===== src/rtl/ice_uart_pkg.sv =====
// Shared constants and state encoding for the telemetry framer.
package ice_uart_pkg;

  localparam logic [7:0]  SYNC_BYTE_DEF = 8'hA5;
  localparam int unsigned IDX_W         = 8;
  localparam int unsigned LEN_W         = 8;

  typedef enum logic [1:0] {
    COLLECT = 2'd0,
    LOAD    = 2'd1,
    PULSE   = 2'd2,
    GAP     = 2'd3
  } fr_state_e;

endpackage


===== src/rtl/frame_byte_pacer.sv =====
// Gap timer and tx_send pulse generator; one start per byte.
module frame_byte_pacer #(
  parameter int unsigned BYTE_GAP_CLKS  = 1529,
  parameter int unsigned SEND_HIGH_CLKS = 2
) (
  input  logic clock,
  input  logic reset_n,
  input  logic start,
  output logic tx_send,
  output logic gap_done
);

  localparam int unsigned TIMER_W = $clog2(BYTE_GAP_CLKS);

  logic [TIMER_W-1:0] timer_q, timer_d;
  logic               active_q, active_d;
  logic               tx_send_q, tx_send_d;
  logic               gap_done_q, gap_done_d;

  // Timer is 0 the cycle after start; send is high while timer < SEND_HIGH_CLKS
  // (one cycle delayed), gap_done fires in the cycle the timer reads GAP-1.
  always_comb begin
    timer_d    = timer_q;
    active_d   = active_q;
    tx_send_d  = 1'b0;
    gap_done_d = 1'b0;
    if (start) begin
      timer_d  = '0;
      active_d = 1'b1;
    end else if (active_q) begin
      tx_send_d  = (timer_q < TIMER_W'(SEND_HIGH_CLKS));
      gap_done_d = (timer_q == TIMER_W'(BYTE_GAP_CLKS - 2));
      if (timer_q == TIMER_W'(BYTE_GAP_CLKS - 1)) begin
        active_d = 1'b0;
      end else begin
        timer_d = timer_q + TIMER_W'(1);
      end
    end
  end

  // Pacer registers
  always_ff @(posedge clock or negedge reset_n) begin
    if (!reset_n) begin
      timer_q    <= '0;
      active_q   <= 1'b0;
      tx_send_q  <= 1'b0;
      gap_done_q <= 1'b0;
    end else begin
      timer_q    <= timer_d;
      active_q   <= active_d;
      tx_send_q  <= tx_send_d;
      gap_done_q <= gap_done_d;
    end
  end

  assign tx_send  = tx_send_q;
  assign gap_done = gap_done_q;

endmodule


===== src/rtl/telemetry_framer.sv =====
// Collects 32-bit words into a frame (sync, len, payload, xor) and paces bytes to a UART.
module telemetry_framer
  import ice_uart_pkg::*;
#(
  parameter int unsigned CLKS_PER_BIT   = 139,
  parameter int unsigned BYTE_GAP_CLKS  = 1529,
  parameter int unsigned SEND_HIGH_CLKS = 2,
  parameter int unsigned MAX_WORDS      = 8,
  parameter logic [7:0]  SYNC_BYTE      = SYNC_BYTE_DEF
) (
  input  logic        clock,
  input  logic        reset_n,
  input  logic [31:0] word_in,
  input  logic        word_valid,
  input  logic        word_last,
  output logic        word_ready,
  output logic [7:0]  tx_byte,
  output logic        tx_send,
  output logic        busy,
  output logic        overflow
);

  // Never pace faster than one UART character, even if misconfigured.
  localparam int unsigned CHAR_CLKS = 10 * CLKS_PER_BIT;
  localparam int unsigned GAP_CLKS  = (BYTE_GAP_CLKS > CHAR_CLKS) ? BYTE_GAP_CLKS : CHAR_CLKS + 1;
  localparam int unsigned CNT_W     = $clog2(MAX_WORDS + 1);
  localparam int unsigned WIDX_W    = (MAX_WORDS > 1) ? $clog2(MAX_WORDS) : 1;

  fr_state_e          state_q, state_d;
  logic [CNT_W-1:0]   word_count_q, word_count_d;
  logic [7:0]         chk_q, chk_d;
  logic [IDX_W-1:0]   idx_q, idx_d;
  logic [7:0]         tx_byte_q, tx_byte_d;
  logic               word_ready_q, word_ready_d;
  logic               busy_q, busy_d;
  logic               overflow_q, overflow_d;
  logic [31:0]        word_buf_q [MAX_WORDS];

  logic               accept_c, at_max_c, close_c, last_byte_c;
  logic               start_c, pacer_send_c, gap_done_c;
  logic [LEN_W-1:0]   len_c;
  logic [IDX_W-1:0]   off_c;
  logic [WIDX_W-1:0]  widx_c;
  logic [31:0]        sel_word_c;
  logic [7:0]         payload_c, byte_mux_c;

  assign accept_c    = word_valid && word_ready_q;
  assign at_max_c    = (word_count_q == CNT_W'(MAX_WORDS - 1));
  assign close_c     = accept_c && (word_last || at_max_c);
  assign len_c       = LEN_W'(word_count_q) << 2;
  assign last_byte_c = (idx_q == (IDX_W'(len_c) + IDX_W'(2)));
  assign off_c       = idx_q - IDX_W'(2);
  assign widx_c      = off_c[WIDX_W+1:2];
  assign sel_word_c  = word_buf_q[widx_c];
  assign start_c     = (state_q == LOAD);

  // Payload byte select, MSB first within each word
  always_comb begin
    payload_c = 8'h00;
    case (off_c[1:0])
      2'd0: payload_c = sel_word_c[31:24];
      2'd1: payload_c = sel_word_c[23:16];
      2'd2: payload_c = sel_word_c[15:8];
      default: payload_c = sel_word_c[7:0];
    endcase
  end

  // Frame byte for the current index
  always_comb begin
    if (idx_q == IDX_W'(0))      byte_mux_c = SYNC_BYTE;
    else if (idx_q == IDX_W'(1)) byte_mux_c = len_c;
    else if (last_byte_c)        byte_mux_c = chk_q ^ len_c;
    else                         byte_mux_c = payload_c;
  end

  frame_byte_pacer #(
    .BYTE_GAP_CLKS  (GAP_CLKS),
    .SEND_HIGH_CLKS (SEND_HIGH_CLKS)
  ) u_pacer (
    .clock    (clock),
    .reset_n  (reset_n),
    .start    (start_c),
    .tx_send  (pacer_send_c),
    .gap_done (gap_done_c)
  );

  // FSM state register
  always_ff @(posedge clock or negedge reset_n) begin
    if (!reset_n) state_q <= COLLECT;
    else          state_q <= state_d;
  end

  // FSM next state
  always_comb begin
    state_d = state_q;
    case (state_q)
      COLLECT: if (close_c) state_d = LOAD;
      LOAD:    state_d = PULSE;
      PULSE:   if (pacer_send_c) state_d = GAP;
      GAP:     if (gap_done_c) state_d = last_byte_c ? COLLECT : LOAD;
      default: state_d = COLLECT;
    endcase
  end

  // Datapath and registered-output next values
  always_comb begin
    word_count_d = word_count_q;
    chk_d        = chk_q;
    idx_d        = idx_q;
    tx_byte_d    = tx_byte_q;
    overflow_d   = 1'b0;
    word_ready_d = (state_d == COLLECT);
    busy_d       = (state_d != COLLECT);
    if (accept_c) begin
      word_count_d = word_count_q + CNT_W'(1);
      chk_d        = chk_q ^ word_in[31:24] ^ word_in[23:16] ^ word_in[15:8] ^ word_in[7:0];
      overflow_d   = at_max_c && !word_last;
    end
    if (state_q == LOAD) tx_byte_d = byte_mux_c;
    if (state_q == GAP && gap_done_c) begin
      if (last_byte_c) begin
        word_count_d = '0;
        chk_d        = 8'h00;
        idx_d        = '0;
      end else begin
        idx_d = idx_q + IDX_W'(1);
      end
    end
  end

  // Datapath and output registers
  always_ff @(posedge clock or negedge reset_n) begin
    if (!reset_n) begin
      word_count_q <= '0;
      chk_q        <= 8'h00;
      idx_q        <= '0;
      tx_byte_q    <= 8'h00;
      word_ready_q <= 1'b1;
      busy_q       <= 1'b0;
      overflow_q   <= 1'b0;
    end else begin
      word_count_q <= word_count_d;
      chk_q        <= chk_d;
      idx_q        <= idx_d;
      tx_byte_q    <= tx_byte_d;
      word_ready_q <= word_ready_d;
      busy_q       <= busy_d;
      overflow_q   <= overflow_d;
    end
  end

  // Word buffer; stale contents are never read since word_count gates the frame
  always_ff @(posedge clock) begin
    if (accept_c) word_buf_q[word_count_q[WIDX_W-1:0]] <= word_in;
  end

  assign word_ready = word_ready_q;
  assign tx_byte    = tx_byte_q;
  assign tx_send    = pacer_send_c;
  assign busy       = busy_q;
  assign overflow   = overflow_q;

endmodule


===== config.mk =====
export PLATFORM = sky130hd
export DESIGN_NAME = telemetry_framer
export DESIGN_NICKNAME = d
export VERILOG_FILES = /design/src/rtl/ice_uart_pkg.sv /design/src/rtl/frame_byte_pacer.sv /design/src/rtl/telemetry_framer.sv
export SDC_FILE = /design/constraint.sdc
export NUM_CORES = 1
export LEC_CHECK = 0
export BUFFER_PORTS_ARGS = -buffer_cell sky130_fd_sc_hd__buf_2
export CAP_MARGIN = 20
export CORE_UTILIZATION = 50
export DETAILED_ROUTE_END_ITERATION = 8
export PLACE_DENSITY_LB_ADDON = 0.15
export REMOVE_ABC_BUFFERS = 1
export SYNTH_ARGS = -nofsm -noshare
export SYNTH_HDL_FRONTEND = slang
export SYNTH_HIERARCHICAL = 1
export SYNTH_SLANG_ARGS = --single-unit

===== constraint.sdc =====
create_clock -name clock -period 5.46 [get_ports clock]
set_clock_uncertainty 0.15 [all_clocks]
set_input_delay 1.365 -clock clock [delete_from_list [all_inputs] [get_ports clock]]
set_output_delay 1.365 -clock clock [all_outputs]
set_load 0.03 [all_outputs]

; ---- Yosys cells after proc, flatten, opt, wreduce, memory -nomap -nowiden
; Memory sizes are Yosys's and may differ from the RTL's.
; Index checks and enable logic that the tools add are counted.
[word_totals]
mem_bits_rw = 256
elab_cells = 77
regBits = 47
in_bits = 36
mem_count = 1
[op_classes]
n_mux = 29
bitwise = 5
n_reduce_logical = 13
eq_ne = 11
add_sub_neg = 5
magnitude_cmp = 1
[mem_list]
columns = name, words, word_bits, rd, rd_clocked_by_memory_dff, write_ports, line_no
row1 = word_buf_q, 8, 32, 1, 0, 1, telemetry_framer.sv:37  ; logic [31:0] word_buf_q [MAX_WORDS];
[op_table]
columns = operator, count
row1 = $mux W8, 7
row2 = $mux W11, 3
row3 = $xor A8 B8 Y8, 4
row4 = $pmux W8 S3, 1
row5 = $eq A11 B11 Y1 const B, 2
row6 = $mux W4, 3
row7 = $add A11 B1 Y11 const B, 1
row8 = $lt A11 B2 Y1 const B, 1
row9 = $mux W1, 11
row10 = $add A8 B1 Y8 const B, 1
row11 = $eq A8 B1 Y1 const B, 1
row12 = $eq A8 B7 Y1, 1
row13 = $logic_not A8 Y1, 1
row14 = $pmux W2 S4, 1
row15 = $xor A8 B6 Y8, 1
row16 = $add A6 B2 Y7 const B, 1
row17 = $eq A2 B2 Y1 const B, 3
row18 = $logic_not A2 Y1, 3
row19 = $mux W2, 3
row20 = $sub A5 B2 Y5 const B, 1
row21 = $add A4 B1 Y4 const B, 1
row22 = $eq A2 B1 Y1 const B, 2
row23 = $eq A4 B3 Y1 const B, 1
row24 = $logic_and A1 B1 Y1, 4
row25 = 5 further kinds, 6

; ---- Logic depth before layout (Yosys ltp)
; Gate-level depths: netlist (run 1).
[logic_depth]
depth_word = 7
depth_mapped = 11
depth_no_buf = 8

; ---- Hierarchy
; Netlist (run 1), hierarchy kept.
[by_module_without_submodules]
columns = module, instances, cells_per_inst, area_per_inst_um2
row1 = telemetry_framer, 1, 732, 12187.9
row2 = frame_byte_pacer, 1, 70, 720.7

; ---- Worst setup path before layout (run 1)
; No wires, ideal clock.
[synth_path]
path_kind = input-to-reg
start = in word_valid
end = mem word_buf_q[0][0], enable pin
arrival_time_ns = 4.776
path_slack_ns = 0.033
path_buffers = 1
cell_stages = 3
path_cell_list = nand2_1 -> clkbuf_1 -> nor4_1
[synth_via]
elab_chain_len = 3
[synth_rtl]
columns = element, line_no
row1 = "start, declared", telemetry_framer.sv:14  ; input logic word_valid,
row2 = $logic_and A1 B1 Y1, telemetry_framer.sv:47  ; assign accept_c = word_valid && word_ready_q;
row3 = $mux W1, telemetry_framer.sv:154  ; if (accept_c) word_buf_q[word_count_q[WIDX_W-1:0]] <= word_in;
row4 = $mux W1 (implied by the code), telemetry_framer.sv:154
row5 = "end, declared", telemetry_framer.sv:37
; Every way passes these cells.

; ---- Final worst setup path (run 1)
[layout_path]
start = reg idx_q[1]
end = reg tx_byte_q[3] (netlist: tx_byte[3])
[layout_via]
elab_chain_len = 6
word_cells_on_any_way = 12
[layout_rtl]
columns = element, line_no
row1 = "start, declared", telemetry_framer.sv:32  ; logic [IDX_W-1:0] idx_q, idx_d;
row2 = "start signal, assigned", telemetry_framer.sv:144  ; idx_q <= idx_d;
row3 = $sub A5 B2 Y5, telemetry_framer.sv:52  ; assign off_c = idx_q - IDX_W'(2);
row4 = $mem_v2 Z8 W32 (tied with other cells), -
row5 = $pmux W8 S3, telemetry_framer.sv:60  ; case (off_c[1:0])
row6 = $mux W8, telemetry_framer.sv:72  ; else if (last_byte_c) byte_mux_c = chk_q ^ len_c;
row7 = $mux W8, telemetry_framer.sv:71  ; else if (idx_q == IDX_W'(1)) byte_mux_c = len_c;
row8 = $mux W8 (*), telemetry_framer.sv:70  ; if (idx_q == IDX_W'(0)) byte_mux_c = SYNC_BYTE;
row9 = "end signal, assigned", telemetry_framer.sv:145  ; tx_byte_q <= tx_byte_d;
row10 = "end, declared", telemetry_framer.sv:33  ; logic [7:0] tx_byte_q, tx_byte_d;
; Every way passes the cells marked *; elsewhere a longest branch is shown, timed or not.
; A chain may end at the register's enable or synchronous reset.

==> results of run 1 <==
-- cell type report --
type	instances	share of cell area, %
multi-input cells	445	26.4
flip-flops and latches	303	61.5
repair buffers	65	2.74
clock inverters	16	0.668
inverters	13	0.339
clock buffers	36	5.51
well taps	330	2.86
-- synth_stat cells, drive strengths merged, types with 4 or more instances --
master	number	area [µm²]
a2111oi	4	66.3
a211oi	12	90.1
a21oi	9	45.0
a311oi	4	35.0
a31oi	10	62.6
and3	17	111
buf	23	171
clkbuf	17	65.1
dfrtp	46	1150
edfxtp	256	7690
ha	9	113
inv	13	48.8
mux2i	7	70.1
mux4	48	1140
nand2	50	204
nand2b	5	31.3
nand3	36	180
nand4	8	65.1
nor2	57	214
nor3	24	120
nor4	11	83.8
o21ai	18	93.8
o22ai	4	25.0
o31ai	5	56.3
or4	6	50.1
xnor2	43	377
xor2	11	115
-- worst max path at each step --
| stage | cells after the start | to | slack (ps) |
|---|---|---|---|
| 2_1_floorplan | 2 | word_buf_q[0][0]$_DFFE_PP_ | 80 |
| 3_3_place_gp | 9 | tx_byte[4]$_DFFE_PN0P_ | 1830 |
| 3_5_place_dp | 9 | tx_byte[4]$_DFFE_PN0P_ | 1770 |
| 4_1_cts | 8 | tx_byte[3]$_DFFE_PN0P_ | 1740 |
| 5_1_grt | 9 | tx_byte[4]$_DFFE_PN0P_ | 1540 |
| 6_report | 8 | tx_byte[3]$_DFFE_PN0P_ | 1750 |
-- sequential cells by signal, indices dropped and copies added (netlist names), 2 cells and up --
| name | cells |
|---|---|
| tx_byte | 8 |
| chk_q | 8 |
| word_buf_q | 256 |
| u_pacer/timer_q | 11 |
| idx_q | 8 |
| word_count_q | 4 |
| state_q | 2 |
-- stage by stage --
step | util (%) | power (mW)
after CTS | 57.1 | 4.53
after global routing | 57.1 | 4.62
final | 57.1 | 4.50
after detailed placement | 53.5 | 2.64
after global placement | 53.5 | 2.63
after floorplan | - | 2.58
-- power by group through the flow --
stage          clock [mW]  sequential, mW  combinational, mW
2_1_floorplan           0            2.56             0.0227
3_3_place_gp            0            2.56             0.0769
3_5_place_dp            0            2.56             0.0801
4_1_cts              1.94            2.51             0.0801
5_1_grt              2.03            2.51             0.0865
6_report             1.91            2.51             0.0790
-- layer usage --
metal	up-vias	GRT usage (%)	wire (µm)
li1	3252	-	-
met5	-	0	0
met1	3924	32.9	12900
met4	0	8.67	970
met2	290	38.1	14800
met3	72	3.62	2010
-- logic make-up (layout without fill, tap and decap cells) --
family,count (synthesis),after routing
DFF,303,303
and+or+nand+nor,234,234
AOI/OAI and AO/OA,92,92
muxes,56,56
xor gates and xnor gates,54,54
buffers and inverters,54,130
adders and majority gates,9,9
-- worst max-delay path: cells and delay by family (launching register included) --
kind,cells,cell delay (ps)
AND/OR/NAND/NOR,1,350
flip-flops,1,610
XOR/XNOR,1,720
multiplexers,1,580
buffers and inverters,2,460
adder cells (fa/ha/maj),1,280
AO/OA/AOI/OAI,2,400
==> run metrics, run 1 <==
WL final 30700 µm; final setup fails 0; CP startpoint kind flop; Psw 0.897 mW; XOR/XNOR Fraction of Synth Area 3.81%; Max stage delay on crit path 720 ps; hold path depth 1; Slowest cell on crit path xor2_4; Antenna Nets Post-Route 0; GR Util All Layers 23.7%; switch share 19.9%; Final min period 3710 ps; CTS buffer count 31; DIE WIDTH 163 µm; CP max FO 24; Hold Crit Start idx_q[7]$_DFFE_PN0P_; largest family of logic cells by synthesized area multiplexers; final net count 904; vias in the first global route 7486; Yosys reg bits 303; f_max 270 MHz; HP Class flop to flop; Die Ht 163 µm; area taken by multi-input logic gates 3800 µm²; RSZ-0062 raised after global routing no; # rows 58; Netlist cell types 71; Overflow after GRT 0; fillers 1971; DRC 0; drt wl/cell 25.4 µm; Placement Setup Slack 1770 ps; # clock sinks 303; vias per cell 6.24; CP startpoint idx_q[1]$_DFFE_PN0P_; Area growth, synth to finish 11.7%; cell breakdown of the critical path inv_1 > ha_2 > xor2_4 > buf_12 > mux4_1 > a32o_1 > nor4_1 > o31ai_1; max-cap violations 0; area of the core 25300 µm²; Post-Layout Cell Count 1208; Slew headroom 32.7%; worst vdd ir 0.202 mV; simple-gate share of the synthesized area 9.34%; CTS root buffer clkbuf_16; initial antenna violation count 0; Slew @ Worst Pin 1010 ps; setup TNS 0 ps; Placed Instance Area 13500 µm²; CTS tree done; period utilization 67.9%; Worst Setup End Kind flop; Internal 3.60 mW; TritonRoute pass-1 iters 7; postcts setup bufs 0; H-tree levels 1; Starting Density 51.1%; post-detail-place hpwl 18400 µm; Yosys warnings 6; I/O Buffers 47; Post-Synth Adder-Cell Area 0.872%; clk slew on worst S/H paths 60 ps; Seq. cell area 8860 µm²; synthesized netlist cell count 802; die area 26500 µm²; Crit path arrival time 3990 ps; Clk pwr share 42.5%; RR Endpoint tx_byte[3]$_DFFE_PN0P_; worst hold endpoint idx_q[7]$_DFFE_PN0P_; post-synthesis compound-gate area fraction 5.55%; First DRT Iteration DRCs 804; gp weighted congestion 0.876; largest net degree at the start of global routing 64; cell area after layout 14400 µm²; Resized Gates After CTS 0; commonest non-fill, non-tap cell in the layout edfxtp_1; layout cell share with drive strength beyond 1 19.0%; total power divided by cell area 312 nW/µm²; Primary FF master, synth edfxtp_1; CTS hold repair buffers 0; Post-synth EDFFs 256; antenna cells 0; Max clock buf depth 3; first-pass GRT wire length 46000 µm; sequential power share 55.8%; reg2reg start idx_q[1]$_DFFE_PN0P_; hold slack 347 ps; outcome finished, final reports clean; leading cell types in the layout, fill and taps excluded 256 x edfxtp_1, 53 x nor2_1, 49 x nand2_1; endpoints failing hold 0; Async S/R FF share, synth 15.5%; Combinational Power Share 1.8%; multiplexer area fraction after synthesis 9.44%; cells on worst reg2reg path 8; Worst EP required 5740 ps; via count 7538; count of pins over their slew limit 0; worst-skew pair later-pin latency 560 ps; placed cells 1156; final setup margin 1750 ps; Leakage 4.99 nW; synthesized area per cell 16.1 µm²; io pins 48; Mapped Area 12900 µm²; Seq/Total Area, Yosys 68.7%; critical path class flop to flop; reg-to-reg slack, setup 1750 ps
No activity file was read; power rests on OpenSTA's default activity.
==> inputs of run 2 (changes only) <==
ABC_AREA = 1   (was unset)
clock period = 3.7 ns   (was 5.46 ns; I/O delays follow)
==> run metrics, run 2 <==
Yosys reg bits 303 (unchanged); CTS buffer count 34 (+9.7%); fillers 2234 (+13%); Post-synth EDFFs 256 (unchanged); Placement Setup Slack 614 ps (-1160 ps); simple-gate share of the synthesized area 19.5% (+10 points); endpoints failing hold 0 (unchanged); Final min period 3140 ps (-566 ps); commonest non-fill, non-tap cell in the layout nand2_1; Area contributors post-synth edfxtp_1 57%, dfrtp_1 8.5%, nand2_1 8.1%; Overflow after GRT 0 (unchanged); wire length on met2 15400 µm (+4.1%); critical path class flop to flop; first-pass GRT wire length 50100 µm (+8.9%); final net count 1406 (+56%); Area growth, synth to finish 13.9%; H-tree levels 2 (+1); drt wl/cell 18.4 µm (-28%); RR Endpoint tx_byte[7]$_DFFE_PN0P_; Yosys warnings 6 (unchanged); GR Util All Layers 23.6% (-0.085 points); First DRT Iteration DRCs 721 (-10%); WL final 31500 µm (+2.8%); reg2reg start idx_q[3]$_DFFE_PN0P_; Post-Synth Adder-Cell Area 0.835% (-0.037 points); Async S/R FF share, synth 15.5% (unchanged); vias in the first global route 8954 (+20%); dominant cell type by area after synthesis edfxtp_1; synthesized area per cell 10.4 µm² (-36%); largest net degree at the start of global routing 63 (-1.6%); io pins 48 (unchanged); layout cell share with drive strength beyond 1 12.2% (-6.9 points); CP max FO 19 (-21%); DRC 1 (+1); I/O Buffers 47 (unchanged); Mapped Area 13500 µm² (+4.5%); RSZ-0062 raised after global routing no; Crit path arrival time 3370 ps (-620 ps); Die Ht 166 µm (+2.2%); synth cell count leaders 291 x nand2_1, 256 x edfxtp_1, 244 x nor2_1; CTS tree done; # clock sinks 303 (unchanged); CTS root buffer clkbuf_16; CTS hold repair buffers 0 (unchanged); vias per cell 5.36 (-14%); antenna cells 0 (unchanged); clk slew on worst S/H paths 60 ps (about the same); Worst EP required 3930 ps (-1810 ps); leading cell types in the layout, fill and taps excluded 290 x nand2_1, 256 x edfxtp_1, 236 x nor2_1; multiplexer area fraction after synthesis 0% (-9.4 points); Primary FF master, synth edfxtp_1; final setup margin 560 ps (-1190 ps); postcts setup bufs 0 (unchanged); Slew headroom 24.5% (-8.2 points); Antenna Nets Post-Route 0 (unchanged); f_max 318 MHz (+18%); max-cap violations 0 (unchanged); total power 7.03 mW (+56%); top sig layer met4; Netlist cell types 40 (-44%); largest family of logic cells by synthesized area simple AND/OR/NAND/NOR gates; period utilization 84.9% (+17 points); area of the core 26300 µm² (+4.1%); DIE WIDTH 166 µm (+2.2%); CP startpoint kind flop; final setup fails 0 (unchanged); XOR/XNOR Fraction of Synth Area 2.73% (-1.1 points); count of pins over their slew limit 0 (unchanged); failing checks design-rule violations; die area 27600 µm² (+4.4%); Yosys top cell area share 57.0% (-2.5 points); outcome finished, violations left; reg-to-reg slack, setup 560 ps (-1190 ps); Worst Setup End Kind flop; WL met1 13800 µm (+7.2%); synthesized netlist cell count 1301 (+62%); post-synthesis compound-gate area fraction 6.76% (+1.2 points); TritonRoute pass-1 iters 7 (unchanged); worst-skew pair later-pin latency 500 ps (-60 ps); Starting Density 51.3% (+0.19 points); top-count cell post-synth nand2_1; HP Class input port to asynchronous set/reset pin; post-detail-place hpwl 19000 µm (+3.3%); cells on worst reg2reg path 12 (+4); # rows 59 (+1.7%); metal3 WL 1610 µm (-20%); max reg flops 256 (unchanged); total power divided by cell area 457 nW/µm² (+46%); gp weighted congestion 0.829 (-5.4%); Slew @ Worst Pin 1130 ps (+120 ps); Resized Gates After CTS 0 (unchanged); via count 9198 (+22%); Leakage 6.08 nW (+22%); worst vdd ir 0.370 mV (+83%); Max clock buf depth 3 (unchanged); initial antenna violation count 0 (unchanged); Seq/Total Area, Yosys 65.7% (-2.9 points)
[run 2: cell types whose count changed in the layout (fill, tap and decap cells not counted), moves of 32 or more]
cell / previous run / this run
xnor2_1: 43 / 11
mux4_2: 33 / 0
inv_1: 13 / 65
nand2_1: 49 / 290
o21ai_0: 17 / 120
nor2_1: 53 / 236
[run 2: kinds of logic after synthesis]
family,Yosys count
adders and majority gates,9
and+or+nand+nor,640
xor gates and xnor gates,42
buffers and inverters,132
AOI/OAI and AO/OA,175
DFF,303
[run 2: report_power, final]
group          internal, mW  switching, mW  total [mW]
clock network          1.95           1.25        3.21
registers              3.70              0        3.70
logic                0.0323         0.0808       0.113
[run 2: worst max-delay path by stage]
stage	startpoint	endpoint	slack (ps)	cells after the start
2_1_floorplan	idx_q[1]$_DFFE_PN0P_	tx_byte[6]$_DFFE_PN0P_	-2410	13
3_3_place_gp	idx_q[3]$_DFFE_PN0P_	tx_byte[7]$_DFFE_PN0P_	640	11
3_5_place_dp	idx_q[3]$_DFFE_PN0P_	tx_byte[7]$_DFFE_PN0P_	610	12
4_1_cts	idx_q[3]$_DFFE_PN0P_	tx_byte[7]$_DFFE_PN0P_	590	12
5_1_grt	idx_q[3]$_DFFE_PN0P_	tx_byte[7]$_DFFE_PN0P_	370	11
6_report	idx_q[3]$_DFFE_PN0P_	tx_byte[7]$_DFFE_PN0P_	560	12
[run 2: final cells by class]
cell class / count / area [µm²] / area share [%]
tap: 335 / 419 / 2.73
sequential: 303 / 8860 / 57.7
clock inverter: 12 / 133 / 0.863
timing repair buffer: 81 / 641 / 4.17
inverter: 75 / 284 / 1.85
multi-input combinational: 866 / 4100 / 26.7
clock buffer: 45 / 923 / 6.01
[run 2: layer usage]
layer | GRT usage (%) | up-vias
met5 | 0 | -
met4 | 6.56 | 0
met3 | 3.43 | 60
met2 | 40.4 | 228
met1 | 31.5 | 4402
li1 | - | 4508
[run 2: critical path: stages (launching register included)]
cell	delay [ps]
dfrtp_1	560
nor2_4	80
nand2_1	100
nand2_1	60
nand2_1	820
buf_4	360
nand2_1	80
nand3_1	80
nand2_1	70
o21ai_0	410
nand2_1	90
nand2_1	80
a21oi_1	70
[run 2: through the flow]
stage               instance area (µm²)  setup TNS [ps]  instances  hold WS [ps]  util, %
floorplan                         13200          -19120       1244           295        -
global placement                  14300               0       1660           313     54.4
detailed placement                14300               0       1660           313     54.4
CTS                               15400               0       1717           139     58.4
global route                      15400               0       1717           152     58.4
finish                            15400               0       1717           148     58.4
==> inputs of run 3 (changes only) <==
ABC_AREA = 0   (was 1)
clock period = 2.83 ns   (was 3.7 ns; I/O delays follow)
==> run metrics, run 3 (synthesis gave the netlist of run 1 again) <==
count of pins over their slew limit 0 (unchanged); H-tree levels 2 (unchanged); clk slew on worst S/H paths 60 ps (about the same); DIE WIDTH 163 µm (-2.1%); f_max 365 MHz (+15%); Antenna Nets Post-Route 0 (unchanged); max-cap violations 0 (unchanged); I/O Buffers 47 (unchanged); via count 7568 (-18%); CP dominant cell by count buf_4; Post-Layout Cell Count 1266 (-26%); First DRT Iteration DRCs 788 (+9.3%); initial antenna violation count 1 (+1); # rows 58 (-1.7%); Slowest cell on crit path or4_1; Worst EP required 3100 ps (-830 ps); CP startpoint idx_q[3]$_DFFE_PN0P_; CP startpoint kind flop; Final min period 2740 ps (-402 ps); Die Ht 163 µm (-2.1%); cells on worst reg2reg path 8 (-4); cell depth of the worst setup path 8 (-4); endpoints failing hold 0 (unchanged); final setup fails 0 (unchanged); leading cell types in the layout, fill and taps excluded 256 x edfxtp_1, 57 x buf_4, 53 x nor2_1; Slew @ Worst Pin 762 ps (-368 ps); Crit path arrival time 3010 ps (-360 ps); gp weighted congestion 0.913 (+10%); Worst Setup End Kind flop; Area growth, synth to finish 16.4%; Top delay family on crit path simple AND/OR/NAND/NOR gates; fillers 1868 (-16%); postcts setup bufs 0 (unchanged); GR Util All Layers 24.2% (+0.66 points); reg2reg start idx_q[3]$_DFFE_PN0P_; post-layout utilization of the core 59.5% (+1.1 points); reg-to-reg slack, setup 90 ps (-470 ps); area of the core 25300 µm² (-3.9%); worst vdd ir 0.511 mV (+38%); Max stage delay on crit path 540 ps (-280 ps); Slew headroom 49.0% (+25 points); drt wl/cell 24.5 µm (+33%); post-detail-place hpwl 19500 µm (+2.7%); RR Endpoint tx_byte[4]$_DFFE_PN0P_; final net count 955 (-32%); period utilization 96.7% (+12 points); CP max FO 13 (-6); Leakage 5.31 nW (-13%); setup TNS 0 ps (unchanged); Bufs and invs on worst path 2 (+1); placed cells 1204 (-27%); commonest non-fill, non-tap cell in the layout edfxtp_1; HP Class input port to asynchronous set/reset pin; Overflow after GRT 0 (unchanged); Seq. cell area 8860 µm² (unchanged); layout cell share with drive strength beyond 1 24.4% (+12 points); # clock sinks 303 (unchanged); vias per cell 5.98 (+12%); critical path class flop to flop; TritonRoute pass-1 iters 5 (-2); total power 9.00 mW (+28%); total power divided by cell area 599 nW/µm² (+31%); DRC 0 (-1); Starting Density 51.1% (-0.19 points); worst-skew pair later-pin latency 520 ps (+20 ps); outcome finished, final reports clean; first-pass GRT wire length 47200 µm (-5.7%); area taken by multi-input logic gates 3840 µm² (-6.2%); CTS tree done; Max clock buf depth 3 (unchanged); cell breakdown of the critical path buf_4 > o31ai_4 > buf_4 > and3_1 > a211oi_1 > or4_1 > and4_4 > o31ai_2; io pins 48 (unchanged); max reg flops 256 (unchanged); die area 26500 µm² (-4.2%); largest net degree at the start of global routing 33 (-48%); vias in the first global route 7710 (-14%); CTS root buffer clkbuf_16; CTS buffer count 34 (unchanged); antenna cells 0 (unchanged); CP endpoint tx_byte[4]$_DFFE_PN0P_; WL final 31000 µm (-1.8%)
-- run 3: cell type report --
type                            count  area share (%)
Multi-Input combinational cell    445            25.6
Timing Repair Buffer              113            5.61
Clock buffer                       43            6.03
Inverter                           13           0.325
Sequential cell                   303            59.0
Clock inverter                     19           0.757
Tap cell                          330            2.75
-- run 3: power by group --
group	internal, mW	total [mW]	switching, mW
registers	4.84	4.84	0
clock network	2.29	4.01	1.72
logic	0.0490	0.151	0.102
-- run 3: through the flow --
| stage | worst slack [ps] | hold WS [ps] | cell area, µm² |
|---|---|---|---|
| after floorplan | -1890 | 262 | 12700 |
| after global placement | -9.61 | 315 | 14000 |
| after detailed placement | -61.1 | 339 | 14000 |
| after CTS | 33.3 | 104 | 15000 |
| after global routing | -0.358 | 140 | 15000 |
| final | 92.6 | 99.7 | 15000 |
-- run 3: what timing repair did --
| item | in CTS | in global routing |
|---|---|---|
| hold buffers | 0 | 0 |
| setup endpoints to repair | 3 | 5 |
| pin swaps | 0 | 1 |
| gates resized for setup | 3 | 4 |
-- run 3: worst min-delay path by stage --
stage	to	slack, ps	cells after the start
floorplan	busy$_DFF_PN0_	260	0
global placement	idx_q[7]$_DFFE_PN0P_	320	1
detailed placement	u_pacer/tx_send$_DFF_PN0_	340	1
CTS	chk_q[4]$_DFF_PN0_	100	1
global route	chk_q[1]$_DFF_PN0_	140	1
finish	idx_q[6]$_DFFE_PN0P_	100	1
-- run 3: routing by layer --
metal  track usage [%]  up-vias  wire length (µm)
li1                  -     3369                 -
met1              34.1     3878             13400
met2              39.4      275             15000
met3              3.23       44              1870
met4              7.82        2               733
met5                 0        -                10
